## src/rtl/shiftreg_pkg.sv

```systemverilog
// Shared definitions for the universal shift register and its loader.
// The register, the loader and the bench all use these sel encodings.
package shiftreg_pkg;

  localparam logic [1:0] SEL_CLEAR = 2'b00;
  localparam logic [1:0] SEL_LEFT  = 2'b01;
  localparam logic [1:0] SEL_RIGHT = 2'b10;
  localparam logic [1:0] SEL_HOLD  = 2'b11;

  typedef enum logic [1:0] {CLEAR, IDLE, LOAD, DONE} loader_state_t;

endpackage

```

## src/rtl/shiftreg_loader_if.sv

```systemverilog
// Word-in handshake plus register drive bundle between upstream, loader and register.
interface shiftreg_loader_if #(
  parameter int WIDTH = 4
);
  logic [WIDTH-1:0] in_data;
  logic             in_dir;
  logic             in_valid;
  logic             in_ready;
  logic             clear_req;
  logic [1:0]       sel_o;
  logic             ser_o;
  logic             busy;
  logic             done;

  modport master (
    output in_data, in_dir, in_valid, clear_req,
    input  in_ready, sel_o, ser_o, busy, done
  );

  modport slave (
    input  in_data, in_dir, in_valid, clear_req,
    output in_ready, sel_o, ser_o, busy, done
  );
endinterface

```

## src/rtl/shiftreg_loader.sv

```systemverilog
// Sequencer that serially loads a parallel word into the universal shift register.
// Moore FSM: outputs decode only from state, bit counter and latched word.
module shiftreg_loader
  import shiftreg_pkg::*;
#(
  parameter int WIDTH = 4
) (
  input  logic             clk,
  input  logic             rst,
  shiftreg_loader_if.slave bus
);

  localparam int CNT_W = (WIDTH > 1) ? $clog2(WIDTH) : 1;
  localparam logic [CNT_W-1:0] CNT_LAST = CNT_W'(WIDTH - 1);

  loader_state_t    state_q, state_d;
  logic [CNT_W-1:0] cnt_q, cnt_d;
  logic [WIDTH-1:0] word_q, word_d;
  logic             dir_q, dir_d;
  logic [CNT_W-1:0] bit_idx;

  always_ff @(posedge clk or posedge rst) begin
    if (rst) begin
      state_q <= CLEAR;
      cnt_q   <= '0;
      word_q  <= '0;
      dir_q   <= 1'b0;
    end else begin
      state_q <= state_d;
      cnt_q   <= cnt_d;
      word_q  <= word_d;
      dir_q   <= dir_d;
    end
  end

  always_comb begin
    state_d = state_q;
    cnt_d   = cnt_q;
    word_d  = word_q;
    dir_d   = dir_q;
    unique case (state_q)
      CLEAR: state_d = IDLE;
      IDLE: begin
        // A clear request wins; the pending word waits for the next IDLE cycle.
        if (bus.clear_req) begin
          state_d = CLEAR;
        end else if (bus.in_valid) begin
          state_d = LOAD;
          cnt_d   = '0;
          word_d  = bus.in_data;
          dir_d   = bus.in_dir;
        end
      end
      LOAD: begin
        cnt_d = cnt_q + CNT_W'(1);
        if (cnt_q == CNT_LAST) state_d = DONE;
      end
      DONE:    state_d = IDLE;
      default: state_d = CLEAR;
    endcase
  end

  // Left loads go MSB first (enter at LSB), right loads LSB first (enter at MSB).
  assign bit_idx = dir_q ? cnt_q : (CNT_LAST - cnt_q);

  always_comb begin
    bus.sel_o    = SEL_HOLD;
    bus.ser_o    = 1'b0;
    bus.in_ready = 1'b0;
    bus.busy     = 1'b1;
    bus.done     = 1'b0;
    unique case (state_q)
      CLEAR: bus.sel_o = SEL_CLEAR;
      IDLE: begin
        bus.in_ready = 1'b1;
        bus.busy     = 1'b0;
      end
      LOAD: begin
        bus.sel_o = dir_q ? SEL_RIGHT : SEL_LEFT;
        bus.ser_o = word_q[bit_idx];
      end
      DONE:    bus.done = 1'b1;
      default: bus.sel_o = SEL_CLEAR;
    endcase
  end

endmodule

```

## src/flat_wrapper.sv

```systemverilog
// flat-port wrapper written by rule: the top's interface ports become plain ports
module shiftreg_loader_flat import shiftreg_pkg::*;
#(
  parameter int WIDTH = 4
)
  (clk, rst, bus_in_data, bus_in_dir, bus_in_valid, bus_clear_req, bus_in_ready, bus_sel_o, bus_ser_o, bus_busy, bus_done);
  shiftreg_loader_if #(.WIDTH(WIDTH)) bus_i ();
  input  logic clk;
  input  logic rst;
  input wire logic [$bits(bus_i.in_data)-1:0] bus_in_data;
  input wire logic [$bits(bus_i.in_dir)-1:0] bus_in_dir;
  input wire logic [$bits(bus_i.in_valid)-1:0] bus_in_valid;
  input wire logic [$bits(bus_i.clear_req)-1:0] bus_clear_req;
  output wire logic [$bits(bus_i.in_ready)-1:0] bus_in_ready;
  output wire logic [$bits(bus_i.sel_o)-1:0] bus_sel_o;
  output wire logic [$bits(bus_i.ser_o)-1:0] bus_ser_o;
  output wire logic [$bits(bus_i.busy)-1:0] bus_busy;
  output wire logic [$bits(bus_i.done)-1:0] bus_done;
  assign bus_i.in_data = bus_in_data;
  assign bus_i.in_dir = bus_in_dir;
  assign bus_i.in_valid = bus_in_valid;
  assign bus_i.clear_req = bus_clear_req;
  assign bus_in_ready = bus_i.in_ready;
  assign bus_sel_o = bus_i.sel_o;
  assign bus_ser_o = bus_i.ser_o;
  assign bus_busy = bus_i.busy;
  assign bus_done = bus_i.done;
  shiftreg_loader #(.WIDTH(WIDTH)) u_core (.clk(clk), .rst(rst), .bus(bus_i));
endmodule
```

## config.mk

```make
export PLATFORM = sky130hd
export DESIGN_NAME = shiftreg_loader_flat
export DESIGN_NICKNAME = d
export VERILOG_FILES = /design/src/rtl/shiftreg_pkg.sv /design/src/rtl/shiftreg_loader_if.sv /design/src/rtl/shiftreg_loader.sv /design/src/flat_wrapper.sv
export SDC_FILE = /design/constraint.sdc
export NUM_CORES = 1
export LEC_CHECK = 0
export ABC_AREA = 1
export CAP_MARGIN = 10
export CORE_AREA = 2 2 39 41
export DETAILED_ROUTE_END_ITERATION = 8
export DIE_AREA = 0 0 41 43
export PLACE_DENSITY_LB_ADDON = 0.08
export SYNTH_ARGS = -nofsm -noshare
export SYNTH_HDL_FRONTEND = slang
export SYNTH_SLANG_ARGS = --single-unit
```

## constraint.sdc

```tcl
create_clock -name clk -period 1.4 [get_ports clk]
set_clock_uncertainty 0.1 [all_clocks]
set_input_delay 0.35 -clock clk [delete_from_list [all_inputs] [get_ports clk]]
set_output_delay 0.35 -clock clk [all_outputs]
set_load 0.05 [all_outputs]
```

== Yosys cells after proc, flatten, opt, wreduce, memory -nomap -nowiden ==
Cells that the tools add are included.

* Add/sub/neg operators: 2
* $lt $le $gt $ge: 1
* Eq/ne operators: 8
* Muxes and demuxes: 16
* Bitwise operators: 1
* Reduce and logical (&&, ||, !) cells: 6

{| class="wikitable"
|+ Operator list
! cell !! count
|-
| two-way mux 2 bit || 7
|-
| one-hot mux 2 bit (2 select lines) || 2
|-
| equality test 2 bit (second input constant) || 3
|-
| one-hot mux 2 bit (3 select lines) || 1
|-
| AND reduction 3 bit || 2
|-
| two-way mux 1 bit || 5
|-
| != test 2 bit (second input constant) || 2
|-
| less-than comparator 2 x 3 -> 1 bit (second input constant) || 1
|-
| != test 3 bit (second input constant) || 1
|-
| adder 2 x 1 -> 2 bit (second input constant) || 1
|-
| binary-select mux 1 bit (select 2 bit) || 1
|-
| equality test 2 x 1 -> 1 bit (second input constant) || 1
|-
| logical NOT 2 bit || 1
|-
| != test 2 x 1 -> 1 bit (second input constant) || 1
|-
| AND reduction 2 bit || 1
|-
| nonzero test 2 bit || 1
|-
| OR reduction 2 bit || 1
|-
| subtractor 2 bit (first input constant) || 1
|-
| inverter 1 bit || 1
|}

* Register bits after elaboration: 9
* Bits of input ports: 9
* Output and inout bits: 6

== Logic depth before layout (Yosys ltp) ==
* Word-level depth: 5
* Depth in mapped cells: 6
* Mapped depth without buffers: 6

== Worst setup path after synthesis ==
Ideal clock, no wire load.

* Path type: register -> output
* Start point: reg u_core.dir_q
* End point: out bus_sel_o[1]
* Arrival: 1587 ps
* Required time: 950 ps
* Slack: -637 ps
* Stages on the path, launching flop included: 3
* Path buffers: 0
* Path through: dfrtp_1 inv_1 o21ai_0

* Cells in the longest elaborated chain, start to end: 2

{| class="wikitable"
|+ RTL lines
! what !! line !! RTL
|-
| start: declaration || shiftreg_loader.sv:19 || <nowiki>logic dir_q, dir_d;</nowiki>
|-
| start signal: assignment || shiftreg_loader.sv:32 || <nowiki>dir_q <= dir_d;</nowiki>
|-
| two-way mux 2 bit || shiftreg_loader.sv:79 || <nowiki>bus.sel_o = dir_q ? SEL_RIGHT : SEL_LEFT;</nowiki>
|-
| one-hot mux 2 bit (2 select lines) || shiftreg_loader.sv:72 || <nowiki>unique case (state_q)</nowiki>
|-
| end: declaration || flat_wrapper.sv:15 || <nowiki>output wire logic [$bits(bus_i.sel_o)-1:0] bus_sel_o;</nowiki>
|}

No other way between the ends.

== Worst setup path in the final report ==
* Start point: reg u_core.dir_q
* End point: out bus_ser_o

* Cells in the longest elaborated chain, start to end: 4

{| class="wikitable"
|+ RTL lines
! what !! line !! RTL
|-
| two-way mux 2 bit || shiftreg_loader.sv:64 || <nowiki>assign bit_idx = dir_q ? cnt_q : (CNT_LAST - cnt_q);</nowiki>
|-
| binary-select mux 1 bit (select 2 bit) || shiftreg_loader.sv:80 || <nowiki>bus.ser_o = word_q[bit_idx];</nowiki>
|-
| two-way mux 1 bit (implied by the code) || shiftreg_loader.sv:80 ||
|-
| two-way mux 1 bit || shiftreg_loader.sv:72 ||
|-
| end: declaration || flat_wrapper.sv:16 || <nowiki>output wire logic [$bits(bus_i.ser_o)-1:0] bus_ser_o;</nowiki>
|}

No other way between the ends. The select of a mux whose other input is x is not followed.

==> results.sh <==
export IMPL_status="finished, violations left"
export IMPL_violations="setup timing"
export IMPL_max_slew_margin_pct=75.5
export IMPL_cts_buffers=3
export IMPL_cts_sinks=9
export IMPL_synth_top_flop_cell="dfrtp_1"
export IMPL_layout_area_seq_um2=228
export IMPL_antenna_found_initial=0
export IMPL_syn_area_per_cell_um2=8.49
export IMPL_required_ns=0.95
export IMPL_finalCritPeriodShare_pct=129
export IMPL_multi_input_area_um2=319
export IMPL_ys_seq_area_share_pct=44.2
export IMPL_gr_usage_met2_pct=20.3
export IMPL_irDropWorstVdd_uv=1490
export IMPL_power_leakage_nw=0.459
export IMPL_first_iter_violations=4
export IMPL_firstDrtPassIters=4
export IMPL_avgViaCountPerCell=4.73
export IMPL_yosysTopAreaCell="dfrtp_1"
export IMPL_grt_remaining_overflow=0
export IMPL_cap_violations=0
export IMPL_worstPathMaxFanout=5
export IMPL_port_buffers=14
export IMPL_gp_congestion=0.713
export IMPL_core_um2=1380
export IMPL_rsz0062_at_grt="yes"
export IMPL_drc=0
export IMPL_grt_pass1_vias=452
export IMPL_drive_gt1_share_pct=53.9
export IMPL_max_freq_ghz=0.553
export IMPL_synth_distinct_cells=17
export IMPL_fill_cells=126
export IMPL_worst_pin_slew_ns=0.367
export IMPL_num_rows=14
export IMPL_pin_count=15
export IMPL_synth_top_cell_area_share_pct=44.2
export IMPL_vias=497
export IMPL_cp_arrival_ns=1.36
export IMPL_fin_crit_ns=1.81
export IMPL_drv_slew=0
export IMPL_area_growth_pct=81.6
export IMPL_diodes=0
export IMPL_yosys_warnings=0
export IMPL_dp_cells=95
export IMPL_final_hold_viol_count=0
export IMPL_design_power_total_mw=2.36
export IMPL_place_hpwl_um=845
export IMPL_cp_start_kind="flip-flop"
export IMPL_cts_tree="done"
export IMPL_wire_per_inst_um=11.5
export IMPL_htreeDepth=1
export IMPL_fin_cells=105
export IMPL_track_usage_pct=15.4
export IMPL_fin_nets=100
export IMPL_holdBufCountCts=0
export IMPL_finalWorstSetupSlack_ns=-0.408
export IMPL_netlist_instances=60
export IMPL_use_met1_pct=22.8
export IMPL_cp_end_kind="primary output"
export IMPL_dieArea_um2=1760
export IMPL_setup_viol=6
export IMPL_path_clk_slew_ns=0.06
export IMPL_synth_nets=70
export IMPL_powerDensity_nw_per_um2=2550
export IMPL_drtAntennaViolNets=0
export IMPL_async_flop_share_pct=100
export IMPL_hold_path_class="in -> async"
export IMPL_die_h_um=43
export IMPL_clkLatencyLatePin_ns=0.26
export IMPL_ctsRootBufferMaster="clkbuf_4"
export IMPL_die_x_um=41
export IMPL_cts_buffer_depth=2
export IMPL_post_synth_top_count_cell="nand2_1"
export IMPL_syn_cell_area_um2=509
export IMPL_synth_commonest_cells="nand2_1 (13), inv_1 (11), dfrtp_1 (9), nand3_1 (7), o21ai_0 (4)"
export IMPL_gr_max_usage_layer="met1"
export IMPL_grt_start_max_net_pins=14
export IMPL_crit_type="reg -> out"
export IMPL_grt_pass1_wl_mm=1.83
export IMPL_grt_use_met3_pct=1.57
export IMPL_initial_utilization_pct=36.8
export IMPL_drt_wl_total_mm=1.21
export IMPL_synth_edff_count=0
export IMPL_synth_seq_cells=9
export IMPL_ys_top_cells_by_area="dfrtp_1 (44%), nand2_1 (9.6%), inv_1 (8.1%)"
==> worst paths after layout <==
check | from | end | slack [ns] | depth (start not counted)
setup / recovery | u_core.dir_q | bus_ser_o | -0.41 | 6
hold / removal | rst | u_core.state_q[0] | 0.26 | 2
setup reg to reg | u_core.state_q[0] | u_core.cnt_q[0] | 0.12 | 6
hold reg to reg | u_core.word_q[3] | u_core.word_q[3] | 0.39 | 2
max in group asynchronous | rst | u_core.dir_q | 0.66 | 2
min in group clk | u_core.word_q[3] | u_core.word_q[3] | 0.39 | 2
==> kinds of logic after synthesis <==
kind of cell | after synthesis | synth area share [%]
AND/OR/NAND/NOR | 25 | 25.6
XOR/XNOR | 1 | 1.72
flip-flops | 9 | 44.2
buffers and inverters | 13 | 11.1
AO/OA/AOI/OAI | 11 | 15.0
adder cells (fa/ha/maj) | 1 | 2.46
==> critical path: stages, from the launching register on <==
cell	delay (ns)
dfrtp_2	0.45
inv_2	0.09
nand2_2	0.05
nand3b_1	0.10
nand3_2	0.09
a21oi_4	0.17
buf_12	0.15
==> cells in the final DEF, fill, tap and decap left out, drive strengths merged <==
cell type	count
nor2	3
clkdlybuf4s50	8
xnor2	1
inv	12
nand2	13
ha	1
o21ai	7
o31ai	1
a21oi	3
dfrtp	9
nand3	7
buf	17
clkbuf	4
nand3b	3
==> report_power, final <==
group	internal (mW)	total, mW	switching (mW)
logic	0.794	1.67	0.873
registers	0.379	0.493	0.114
clock network	0.110	0.201	0.0908
==> timing repair <==
item,in CTS,in global routing
gates resized for setup,6,9
endpoints found under the setup margin,6,13
pin swaps,4,3
setup buffers,5,3
gates cloned,0,1
==> metrics by stage <==
step / utilization (%) / cell area [um^2] / setup slack (ns) / hold WS [ns] / TNS, ns
2_1_floorplan: - / 544 / -0.165 / 0.0779 / -0.457
3_3_place_gp: 57.7 / 798 / -0.107 / 0.374 / -0.619
3_5_place_dp: 57.7 / 798 / -0.112 / 0.372 / -0.741
4_1_cts: 63.2 / 875 / -0.403 / 0.260 / -1.12
5_1_grt: 66.8 / 925 / -0.478 / 0.288 / -1.40
6_report: 66.8 / 925 / -0.408 / 0.255 / -1.11
==> area by class of cell <==
class / count / share of cell area [%]
flip-flops and latches: 9 / 24.6
well taps: 16 / 2.17
repair buffers: 25 / 31.0
clock buffers: 4 / 2.84
multi-input cells: 39 / 34.5
inverters: 12 / 4.87
==> per-layer routing <==
| metal | share of wire, % | up-vias |
|---|---|---|
| met2 | 50 | 11 |
| met3 | 3.7 | 2 |
| li1 | - | 252 |
| met4 | 0.83 | 0 |
| met1 | 45 | 232 |
| met5 | 0 | - |
==> sequential cells by signal, indices dropped and copies added (netlist names) <==
name	count
u_core.word_q	4
u_core.dir_q	1
u_core.cnt_q	2
u_core.state_q	2
Power figures use the tool's default switching activity.
